<file path="config.mk">
export PLATFORM = sky130hd
export DESIGN_NAME = seq_detect_prog
export DESIGN_NICKNAME = d
export VERILOG_FILES = /design/src/rtl/seq_detect_prog.sv
export SDC_FILE = /design/constraint.sdc
export NUM_CORES = 1
export LEC_CHECK = 0
export BUFFER_PORTS_ARGS = -buffer_cell sky130_fd_sc_hd__clkbuf_2
export CORE_UTILIZATION = 25
export CTS_BUF_LIST = sky130_fd_sc_hd__clkbuf_8
export DETAILED_ROUTE_END_ITERATION = 12
export HOLD_SLACK_MARGIN = 0.12
export SKIP_CTS_REPAIR_TIMING = 1
export SLEW_MARGIN = 40
export SYNTH_ARGS = -nofsm -noshare
export SYNTH_HDL_FRONTEND = slang
export SYNTH_SLANG_ARGS = --single-unit
</file>
<file path="constraint.sdc">
create_clock -name clk -period 2.5 [get_ports clk]
set_input_delay 0.5 -clock clk [delete_from_list [all_inputs] [get_ports clk]]
set_output_delay 0.5 -clock clk [all_outputs]
set_load 0.02 [all_outputs]
</file>
<file path="src/rtl/seq_detect_prog.sv">
// Programmable serial sequence detector: window/fill history, registered match pulse.
// Define SEQ_DETECT_CNT_EN to add the saturating match counter; otherwise match_cnt is tied to 0.
module seq_detect_prog #(
  parameter  int MAX_LEN = 16,
  parameter  int CNT_W   = 8,
  localparam int LEN_W   = $clog2(MAX_LEN + 1)
) (
  input  logic               clk,
  input  logic               rst,
  input  logic               en,
  input  logic               din,
  input  logic               clear,
  input  logic [MAX_LEN-1:0] pattern,
  input  logic [LEN_W-1:0]   len,
  input  logic               overlap,
  output logic               flag,
  output logic [CNT_W-1:0]   match_cnt,
  output logic               cfg_err
);

  logic [MAX_LEN-1:0] window;
  logic [MAX_LEN-1:0] window_n;
  logic [MAX_LEN-1:0] mask;
  logic [LEN_W-1:0]   fill;
  logic [LEN_W-1:0]   fill_n;
  logic               step;
  logic               hit;

  assign cfg_err = (len == '0) || (len > LEN_W'(MAX_LEN));
  assign step    = en && !clear;

  // NOTE: every variable assigned in always_comb gets a default first so no latch is inferred.
  always_comb begin
    window_n = {window[MAX_LEN-2:0], din};
    fill_n   = (fill == LEN_W'(MAX_LEN)) ? fill : fill + LEN_W'(1);
  end

  // Only the low len bits take part in the comparison.
  always_comb begin
    mask = '0;
    for (int i = 0; i < MAX_LEN; i++) begin
      mask[i] = (i < int'(len));
    end
  end

  assign hit = step && !cfg_err && (fill_n >= len) &&
               (((window_n ^ pattern) & mask) == '0);

  // NOTE: sequential state uses non-blocking assignments so every register samples pre-edge values.
  always_ff @(posedge clk or posedge rst) begin
    if (rst) begin
      window <= '0;
      fill   <= '0;
      flag   <= 1'b0;
    end else if (clear) begin
      window <= '0;
      fill   <= '0;
      flag   <= 1'b0;
    end else begin
      flag <= hit;
      if (en) begin
        window <= window_n;
        // Non-overlapping mode restarts the fill; stale window bits become unusable.
        fill   <= (hit && !overlap) ? '0 : fill_n;
      end
    end
  end

`ifdef SEQ_DETECT_CNT_EN
  logic [CNT_W-1:0] cnt;

  always_ff @(posedge clk or posedge rst) begin
    if (rst) begin
      cnt <= '0;
    end else if (clear) begin
      cnt <= '0;
    end else if (hit && (cnt != '1)) begin
      cnt <= cnt + CNT_W'(1);
    end
  end

  assign match_cnt = cnt;
`else
  assign match_cnt = '0;
`endif

endmodule

</file>
==> key figures <==
Run status
  – Run status: finished clean

Setup path
  – Worst-path cell chain: inv_2 > ha_1 > nand3b_1 > nor2_2 > xnor2_1 > ha_1 > nand2b_1 > a211o_1 > o2111ai_2 > a21oi_1 > and4_4 > nor3_2
  – Slowest CP cell: dfrtp_1
  – Worst-path fanout max: 5
  – Worst Path Arrival: 2560 ps
  – Worst Path Buf+Inv: 1
  – Most used cell, CP: ha_1
  – Max incr delay on CP: 410 ps
  – Worst Setup Path Type: reg -> reg
  – Top delay family on crit path: simple AND/OR/NAND/NOR gates
  – CP endpoint kind: flip-flop
  – CP Data Required Time: 2680 ps
  – CP startpoint kind: flip-flop
  – CP Launch Point: fill[0]
  – RR Startpoint: fill[0]

Synth
  – Seq/Total Area, Yosys: 34.51%
  – Synth top area cells: dfrtp_1, mux2i_1, xnor2_1
  – Synth unique cells: 36
  – Post-synth EDFFs: 0
  – Mean cell area of the mapped netlist: 9.229 um2
  – Synth Flop Type: dfrtp_1
  – Cell Area, Synth: 0.001523 mm2
  – Synth Instances: 165
  – YS warnings: 0
  – Largest area contributor in the netlist: dfrtp_1
  – Synth async-reset ratio: 100.0%
  – Synthesized flop and latch total: 21
  – Top-area cell type share of the netlist area: 34.51%

Clock network
  – CTS Buf Count: 3
  – CTS tree: built
  – TritonCTS sink count: 21
  – # H-tree levels: 1
  – Clock slew at reported path FFs: 80 ps
  – Clk root buf: clkbuf_8
  – Clock buffer depth: 2
  – Clk_lat worst skew: 260 ps

Timing
  – Setup violations, final: 0
  – Skew final: 2.748 ps
  – Crit share post-route: 95.08%
  – TNS Setup: 0 ps
  – Final Hold Viols: 0
  – Final Max Tran Viols: 0
  – Post-layout minimum cycle time: 2377 ps
  – FMAX: 420.7 MHz

Route
  – DRT Pass-1 Iters: 4
  – ANT nets after route: 0
  – Met2 WL: 1.582 mm
  – Met3 wire len: 171 um
  – Starting DRC count in detailed routing: 48
  – Highest routing layer actually used: met4
  – WL/cell: 13.31 um
  – Final WL: 3.553 mm
  – Vias: 1,228
  – Post-route DRC: 0
  – Number of vias per cell: 4.599
  – Met1 WL: 1.774 mm

Global routing
  – Antenna violations before repair: 0
  – GRT Resource Usage Total: 11.42%
  – Largest net degree at the start of global routing: 23
  – GRT overflow: 0
  – First-pass GRT wire length: 5.582 mm
  – Vias in the first global route: 1,104

Worst hold path
  – Hold Path Class: in -> async

Pwr
  – Lkg Pwr: 0.8757 nW
  – Pwr dens: 414.4 mW/mm2
  – Maximum vdd drop: 0.0002138 V

Floorplan
  – Initial core utilization: 25.87%
  – Die Wd: 80.05 um
  – Die footprint: 0.006407 mm2
  – Std cell rows: 28
  – DIE HEIGHT: 80.05 um
  – Num ports: 37
  – Core area: 0.005886 mm2

Final layout
  – Register area: 525.5 um2
  – Fillcell total: 635
  – Final std cells w/o fill: 267
  – Diode count: 0
  – Area occupied by multi-input gates: 914.6 um2
  – Nets@finish: 227
  – Layout cells sized above 1: 25.52%
  – Area grow syn2layout: 17.67%

Place
  – Global placer's final weighted congestion: 0.7782
  – IO Port Bufs: 28
  – Post-DP HPWL: 2.637 mm
  – Cells after DPL: 260

Flow run
  – Maxcap violations: 0
[final timing paths]
kind,end,slack [ps],cells after the start
setup / recovery,fill[3],120,12
hold / removal,window[8],240,2
setup reg to reg,fill[3],120,12
hold reg to reg,window[14],560,2
max in group asynchronous,flag,1940,2
min in group clk,window[0],520,3
[cell usage in the layout, fill, tap and decap left out, types with 5 or more instances in the layout]
cell | synthesis | layout
nor2_1 | 18 | 17
xnor2_1 | 13 | 13
mux2i_1 | 15 | 15
dfrtp_1 | 21 | 21
a21oi_1 | 9 | 9
ha_1 | 7 | 7
o21ai_0 | 8 | 8
buf_4 | 8 | 5
conb_1 | 1 | 8
nand3_1 | 5 | 5
inv_1 | 9 | 6
clkbuf_2 | 0 | 28
xor2_1 | 10 | 10
[cells by family (layout without fill, tap and decap cells)]
logic type / Yosys count / count (layout) / synth area share (%)
fa+ha+maj: 7 / 7 / 5.752
compound gates: 30 / 30 / 13.07
simple gates: 42 / 42 / 14.63
buf+inv: 26 / 46 / 8.710
mux: 15 / 15 / 9.860
xor+xnor: 23 / 23 / 13.23
other cells: 1 / 8 / 0.2463
flops: 21 / 21 / 34.51
[power breakdown]
part | switching [mW] | leakage, nW | internal, mW
sequential | 0.00561 | 0.291 | 0.344
clock | 0.116 | 0.0255 | 0.111
combinational | 0.0968 | 0.559 | 0.0683
[metal layers]
layer | up-vias | global-route usage [%]
li1 | 612 | -
met5 | - | 0
met2 | 40 | 16.67
met1 | 572 | 17.05
met3 | 4 | 2.171
met4 | 0 | 2.679
[cell type report]
type	count	area share, %
multi-input combinational	125	51.05
inverter	9	1.885
clock buffer	3	2.304
timing repair buffer	33	9.916
sequential	21	29.33
clock inverter	1	0.2793
tap	75	5.237
[cells in the mapped netlist (2+ instances only)]
master	n
nand3b_1	3
nand3_1	5
mux2i_1	15
inv_1	9
ha_1	7
nor2_1	18
xnor2_1	13
dfrtp_1	21
o21ai_0	8
o32ai_1	2
buf_4	8
nor3_1	6
clkbuf_1	5
xor2_1	10
buf_2	4
a21oi_1	9
nand4_1	3
[registers in the layout (all words and copies together), names as in the netlist]
| name | flops |
|---|---|
| fill | 5 |
| flag | 1 |
| window | 15 |
[stage by stage]
stage | hold WS (ps) | utilization [%] | total power, mW | cell area [um2] | worst slack, ps
4_1_cts | 252.7 | 29.66 | 0.7358 | 1745 | 39.12
3_5_place_dp | 533.7 | 28.87 | 0.5106 | 1699 | 58.57
3_3_place_gp | 528.4 | 28.87 | 0.5098 | 1699 | 160.6
2_1_floorplan | 476.5 | - | 0.4702 | 1549 | 252.3
6_report | 238.1 | 30.44 | 0.7425 | 1792 | 122.9
5_1_grt | 280.0 | 30.44 | 0.7827 | 1792 | -25.22
No activity file was read; power rests on OpenSTA's default activity.
